--- src/rtl/beat_burst_arbiter_pkg.sv ---
// Shared types and defaults for the two-port burst arbiter.
package beat_burst_arbiter_pkg;

  localparam int BEATS_DEF  = 8;
  localparam int DATA_W_DEF = 64;

  typedef enum logic {
    ST_IDLE   = 1'b0,
    ST_LOCKED = 1'b1
  } state_e;

  // Beat at the default data width. The top builds the same layout at its own DATA_W.
  typedef struct packed {
    logic                  id;
    logic [2:0]            offset;
    logic [DATA_W_DEF-1:0] data;
  } beat_t;

  // Choose the port to present ready on next.
  // If both ports request, rr breaks the tie.
  // If neither port requests, the current choice is kept.
  function automatic logic pick_port(input logic v0, input logic v1,
                                     input logic rr, input logic cur);
    if (v0 && v1) return rr;
    if (v0)       return 1'b0;
    if (v1)       return 1'b1;
    return cur;
  endfunction

endpackage

--- src/rtl/beat_out_slice.sv ---
// Single-entry valid/ready output register for one beat plus its source index.
module beat_out_slice #(
  parameter int W = 68
) (
  input  logic         clock,
  input  logic         reset,
  input  logic         in_valid,
  input  logic [W-1:0] in_data,
  input  logic         in_src,
  input  logic         out_ready,
  output logic         out_valid,
  output logic [W-1:0] out_data,
  output logic         out_src,
  output logic         slot_free
);

  logic         valid_q, valid_d;
  logic [W-1:0] data_q, data_d;
  logic         src_q, src_d;

  assign slot_free = ~valid_q | out_ready;
  assign out_valid = valid_q;
  assign out_data  = data_q;
  assign out_src   = src_q;

  // Load on an accepted beat; drop valid once downstream has taken the beat.
  always_comb begin
    valid_d = valid_q;
    data_d  = data_q;
    src_d   = src_q;
    if (in_valid) begin
      valid_d = 1'b1;
      data_d  = in_data;
      src_d   = in_src;
    end else if (out_ready) begin
      valid_d = 1'b0;
    end
  end

  // Output register state.
  always_ff @(posedge clock or negedge reset) begin
    if (!reset) begin
      valid_q <= 1'b0;
      data_q  <= '0;
      src_q   <= 1'b0;
    end else begin
      valid_q <= valid_d;
      data_q  <= data_d;
      src_q   <= src_d;
    end
  end

endmodule

--- src/rtl/beat_burst_arbiter.sv ---
// Two-port burst arbiter: a grant is held for a whole burst of BEATS beats.
// The output is a one-entry register.
//
// state     | meaning
// ST_IDLE   | between bursts; the registered grant gnt_q follows the requesters, and rr breaks ties
// ST_LOCKED | mid-burst; only lock_q is served until its last beat is accepted
module beat_burst_arbiter
  import beat_burst_arbiter_pkg::*;
#(
  parameter int BEATS  = BEATS_DEF,
  parameter int DATA_W = DATA_W_DEF
) (
  input  logic              clock,
  input  logic              reset,
  input  logic              io_in_0_valid,
  output logic              io_in_0_ready,
  input  logic              io_in_0_bits_id,
  input  logic [2:0]        io_in_0_bits_offset,
  input  logic [DATA_W-1:0] io_in_0_bits_data,
  input  logic              io_in_1_valid,
  output logic              io_in_1_ready,
  input  logic              io_in_1_bits_id,
  input  logic [2:0]        io_in_1_bits_offset,
  input  logic [DATA_W-1:0] io_in_1_bits_data,
  input  logic              io_out_ready,
  output logic              io_out_valid,
  output logic              io_out_bits_id,
  output logic [2:0]        io_out_bits_offset,
  output logic [DATA_W-1:0] io_out_bits_data,
  output logic              io_out_bits_src,
  output logic              io_err_offset
);

  typedef struct packed {
    logic              id;
    logic [2:0]        offset;
    logic [DATA_W-1:0] data;
  } beat_w_t;

  localparam int BEAT_W = $bits(beat_w_t);
  localparam int CNT_W  = (BEATS > 1) ? $clog2(BEATS) : 1;
  localparam logic [CNT_W-1:0] CNT_LAST = CNT_W'(BEATS - 1);

  state_e           state_q, state_d;
  logic [CNT_W-1:0] cnt_q, cnt_d;
  logic             rr_q, rr_d;
  logic             lock_q, lock_d;
  logic             gnt_q, gnt_d;
  logic             err_q, err_d;

  logic             gnt, slot_free, acc;
  beat_w_t          acc_beat, out_beat;
  logic [BEAT_W-1:0] out_flat;

  // Ready depends only on registered state and io_out_ready, never on the valids.
  // That is why the IDLE grant is registered: a lone requester on the non-granted
  // port waits one cycle for gnt_q to swing to it.
  assign gnt           = (state_q == ST_LOCKED) ? lock_q : gnt_q;
  assign io_in_0_ready = reset & ~gnt & slot_free;
  assign io_in_1_ready = reset &  gnt & slot_free;
  assign acc           = (io_in_0_valid & io_in_0_ready) | (io_in_1_valid & io_in_1_ready);

  // Steer the granted port's beat toward the output register.
  always_comb begin
    acc_beat = gnt ? '{io_in_1_bits_id, io_in_1_bits_offset, io_in_1_bits_data}
                   : '{io_in_0_bits_id, io_in_0_bits_offset, io_in_0_bits_data};
  end

  // Burst sequencing: beat count, lock, round-robin pointer and the sticky offset error.
  always_comb begin
    state_d = state_q;
    cnt_d   = cnt_q;
    rr_d    = rr_q;
    lock_d  = lock_q;
    gnt_d   = gnt_q;
    err_d   = err_q;
    if (acc) begin
      cnt_d = (cnt_q == CNT_LAST) ? '0 : cnt_q + 1'b1;
      if (acc_beat.offset != 3'(cnt_q)) err_d = 1'b1;
      if (cnt_q == CNT_LAST) begin
        state_d = ST_IDLE;
        rr_d    = ~gnt;
        gnt_d   = pick_port(io_in_0_valid, io_in_1_valid, ~gnt, gnt);
      end else if (state_q == ST_IDLE) begin
        state_d = ST_LOCKED;
        lock_d  = gnt;
      end
    end else if (state_q == ST_IDLE) begin
      gnt_d = pick_port(io_in_0_valid, io_in_1_valid, rr_q, gnt_q);
    end
  end

  // Arbiter state registers.
  always_ff @(posedge clock or negedge reset) begin
    if (!reset) begin
      state_q <= ST_IDLE;
      cnt_q   <= '0;
      rr_q    <= 1'b0;
      lock_q  <= 1'b0;
      gnt_q   <= 1'b0;
      err_q   <= 1'b0;
    end else begin
      state_q <= state_d;
      cnt_q   <= cnt_d;
      rr_q    <= rr_d;
      lock_q  <= lock_d;
      gnt_q   <= gnt_d;
      err_q   <= err_d;
    end
  end

  beat_out_slice #(.W(BEAT_W)) u_out (
    .clock     (clock),
    .reset     (reset),
    .in_valid  (acc),
    .in_data   (acc_beat),
    .in_src    (gnt),
    .out_ready (io_out_ready),
    .out_valid (io_out_valid),
    .out_data  (out_flat),
    .out_src   (io_out_bits_src),
    .slot_free (slot_free)
  );

  assign out_beat           = beat_w_t'(out_flat);
  assign io_out_bits_id     = out_beat.id;
  assign io_out_bits_offset = out_beat.offset;
  assign io_out_bits_data   = out_beat.data;
  assign io_err_offset      = err_q;

endmodule

--- config.mk ---
export PLATFORM = sky130hd
export DESIGN_NAME = beat_burst_arbiter
export DESIGN_NICKNAME = d
export VERILOG_FILES = /design/src/rtl/beat_burst_arbiter_pkg.sv /design/src/rtl/beat_out_slice.sv /design/src/rtl/beat_burst_arbiter.sv
export SDC_FILE = /design/constraint.sdc
export NUM_CORES = 1
export LEC_CHECK = 0
export CAP_MARGIN = 20
export CORE_MARGIN = 2
export CORE_UTILIZATION = 25
export CTS_CLUSTER_DIAMETER = 30
export DETAILED_ROUTE_END_ITERATION = 6
export GPL_TIMING_DRIVEN = 0
export PLACE_DENSITY_LB_ADDON = 0.05
export SLEW_MARGIN = 20
export SYNTH_ARGS = -nofsm -noshare
export SYNTH_HDL_FRONTEND = slang
export SYNTH_SLANG_ARGS = --single-unit
export TNS_END_PERCENT = 1
--- constraint.sdc ---
create_clock -name clock -period 2.7 [get_ports clock]
set_input_delay 0.54 -clock clock [delete_from_list [all_inputs] [get_ports clock]]
set_output_delay 0.54 -clock clock [all_outputs]
set_load 0.05 [all_outputs]
==> results by group <==
Power and ir drop
  • Power Internal: 4.49 mW
  • Gate power share: 59.1%
  • Flop pwr share: 24.0%
  • Sw Share: 46.5%
  • Leak: 2.70 nW
  • Fraction of power consumed by the clock network: 16.9%
  • Power Density: 1250 mW/mm^2
  • VDD IR max: 0.457 mV
  • P_sw: 3.91 mW
  • Overall Power: 8.40 mW

Global route
  • Largest net degree at the start of global routing: 44
  • Remaining global-route overflow: 0
  • Initial antenna violation count: 0
  • GRT Total Usage: 14.8%
  • Vias in the first global route: 3,849
  • First-pass GRT wire length: 19.3 mm

Synth
  • Post-synth ARST share: 100%
  • Syn_nets: 512
  • Seq/Total Area, Yosys: 49.6%
  • Mapped Avg Cell Area: 10.7 sq um
  • Primary FF master, synth: dfrtp_1
  • Mapped Area: 0.00394 sq mm
  • Synth area leaders: dfrtp_1 (50%), mux2i_1 (18%), o21ai_0 (9.2%)
  • Yosys top cell area share: 49.6%
  • Post-synth EDFFs: 0
  • Synth warnings: 0
  • Post-Syn Instances: 369
  • Most numerous cell in the Yosys netlist: dfrtp_1
  • Synth area leader: dfrtp_1
  • Distinct cells, synth: 39
  • Top cells by count, synth: dfrtp_1 (78), o21ai_0 (72), mux2i_1 (69), o21ai_1 (60), clkbuf_1 (15)
  • Post-synthesis register bit count: 78

Cells and area
  • FILL cells: 1,505
  • Layout Utilization: 43.8%
  • Post-route insts no fill: 809
  • Layout area overhead: 70.4%
  • Ant diodes: 0
  • Layout cells sized above 1: 8.70%
  • Design area: 0.00671 sq mm
  • Nets: 736

STA
  • Setup ws final: 146 ps
  • Minimum clock period: 2550 ps
  • Final Hold Viols: 0
  • RSZ-0062 raised after global routing: false
  • Slew headroom: 49.8%
  • Final worst-path cycle share: 94.6%
  • Clock Skew: 7.63 ps
  • FMAX: 392 MHz
  • Slew Viols, Final: 0
  • Final setup fails: 0
  • Worst-Margin Slew: 732 ps

Drt
  • WL final: 12.4 mm
  • ANT nets after route: 0
  • Via/cell ratio: 4.56
  • First-pass detailed-route iteration total: 4
  • DRC Markers: 0
  • Post-DR wirelength/cell: 15.3 um
  • 1st-iter DRT viols: 151
  • DR vias: 3,686

CTS
  • CTS tree: yes
  • Clock-pin slew on the worst setup and hold paths: 60 ps
  • # clock sinks: 78
  • Root Driver: clkbuf_16
  • Skew-Pair Late Insertion Delay: 340 ps
  • # H-tree levels: 3
  • CTS Buffer Depth: 2
  • CTS Hold Buffers Added: 0
  • TritonCTS Buffers: 9

Floorplan
  • Core ar.: 0.0153 sq mm
  • Die X: 130 um
  • Initial cell density of the core: 25.7%
  • Num rows: 45
  • Die area: 0.0168 sq mm
  • Die H: 130 um
  • Ports: 214

Hold path
  • HP Class: primary input to async pin

Placed design
  • DPL Wire Length: 9.42 mm
  • RD Place Congestion: 0.746
  • Setup slack after placement: -1040 ps
  • Port bufs: 213
  • DP Area: 0.00635 sq mm
  • Cells after DPL: 794

Setup path
  • Worst Path Max Fanout: 19
  • CP cell instances: clkdlybuf4s50_1, nand2b_1, nand2_4, clkbuf_8, nor2_1, clkbuf_4
  • Slowest CP cell: clkdlybuf4s50_1
  • Delay-heaviest family, CP: buffers and inverters
  • Startpoint Class: primary input
  • Worst setup EP type: output port
  • Critical path buffers and inverters: 3
  • Worst path arrival time: 2010 ps
  • Setup Crit Path Kind: primary input to output port
  • Critical Path RT: 2160 ps
  • Peak per-stage delay on the critical path: 450 ps

Run status
  • Status: finished, final reports clean

Job
  • Max cap viols: 0
==> through the flow <==
stage	setup TNS, ps	hold slack (ps)
2_1_floorplan	0	244
3_3_place_gp	-439740	495
3_5_place_dp	-2020	494
4_1_cts	0	201
5_1_grt	0	220
6_report	0	191
==> timing repair <==
item	CTS	global route
setup endpoints to repair	2	2
setup buffers	0	0
pin swaps	0	0
resized for setup	14	5
==> worst reg2reg max path: stages, from the launching register on <==
cell	delay, ps
dfrtp_2	450
mux2_4	310
buf_6	150
mux2i_2	200
buf_4	230
clkbuf_1	360
o21ai_0	150
o21ai_1	90
==> cell families (layout without fill, tap and decap cells) <==
family,after synthesis,count (layout),share of synthesized area [%]
buf+inv,34,263,5.34
simple gates,25,25,3.43
fa+ha+maj,2,2,0.635
xor+xnor,3,3,0.667
mux,74,74,19.1
flops,78,78,49.6
compound gates,153,153,21.2
==> area by class of cell <==
class / instances / area [sq um] / area share (%)
Tap cell: 211 / 264 / 3.93
Clock buffer: 13 / 260 / 3.88
Timing Repair Buffer: 214 / 2140 / 32.0
Multi-Input combinational cell: 257 / 1780 / 26.6
Sequential cell: 78 / 1950 / 29.1
Inverter: 2 / 7.51 / 0.112
Buffer: 31 / 209 / 3.11
Clock inverter: 3 / 90.1 / 1.34
==> final timing paths <==
check,start,end,slack [ps],cells after the start
worst max-delay path,io_out_ready,io_in_1_ready,150,6
worst min-delay path,reset,u_out.out_data[19]$_DFFE_PN0P_,190,1
worst max register to register,state_q$_DFFE_PN0P_,u_out.out_data[19]$_DFFE_PN0P_,680,7
worst min register to register,rr_q$_DFFE_PN0P_,rr_q$_DFFE_PN0P_,510,2
max in group asynchronous,reset,u_out.out_data[53]$_DFFE_PN0P_,1870,2
min in group clock,rr_q$_DFFE_PN0P_,rr_q$_DFFE_PN0P_,510,2
==> registers in the layout, summed over array words and instances (netlist names) <==
signal / count
gnt_q: 1
io_err_offset: 1
cnt_q: 3
state_q: 1
u_out.out_valid: 1
lock_q: 1
rr_q: 1
u_out.out_src: 1
u_out.out_data: 68
==> placed cells by master (no fill, tap or decap), types with 2 or more instances in the layout <==
cell             count
a2111oi_0            2
and3_1               2
buf_2                6
buf_4                4
buf_6                9
bufinv_16            3
clkbuf_1            15
clkbuf_16            9
clkbuf_8             3
clkdlybuf4s50_1    210
dfrtp_1             77
ha_1                 2
inv_1                2
mux2_1               3
mux2i_1             69
nand2_1              4
nor2_1               5
nor2b_1              3
o21ai_0             72
o21ai_1             60
o21ai_2              9
o31ai_1              2
or2_2                2
xor2_1               2
==> per-layer routing <==
| metal | global-route usage (%) | wire (um) |
|---|---|---|
| met5 | 0 | 0 |
| met4 | 3.98 | 140 |
| met3 | 5.95 | 986 |
| met2 | 25.1 | 5990 |
| met1 | 17.5 | 5240 |
==> power by group through the flow <==
stage,logic [mW],clock network (mW),registers [mW]
global route,5.26,1.53,2.09
floorplan,1.51,0,3.78
detailed placement,5.03,0,2.03
global placement,5.01,0,2.01
finish,4.96,1.42,2.01
CTS,5.03,1.47,2.02
(Power assumes the default switching activity.)
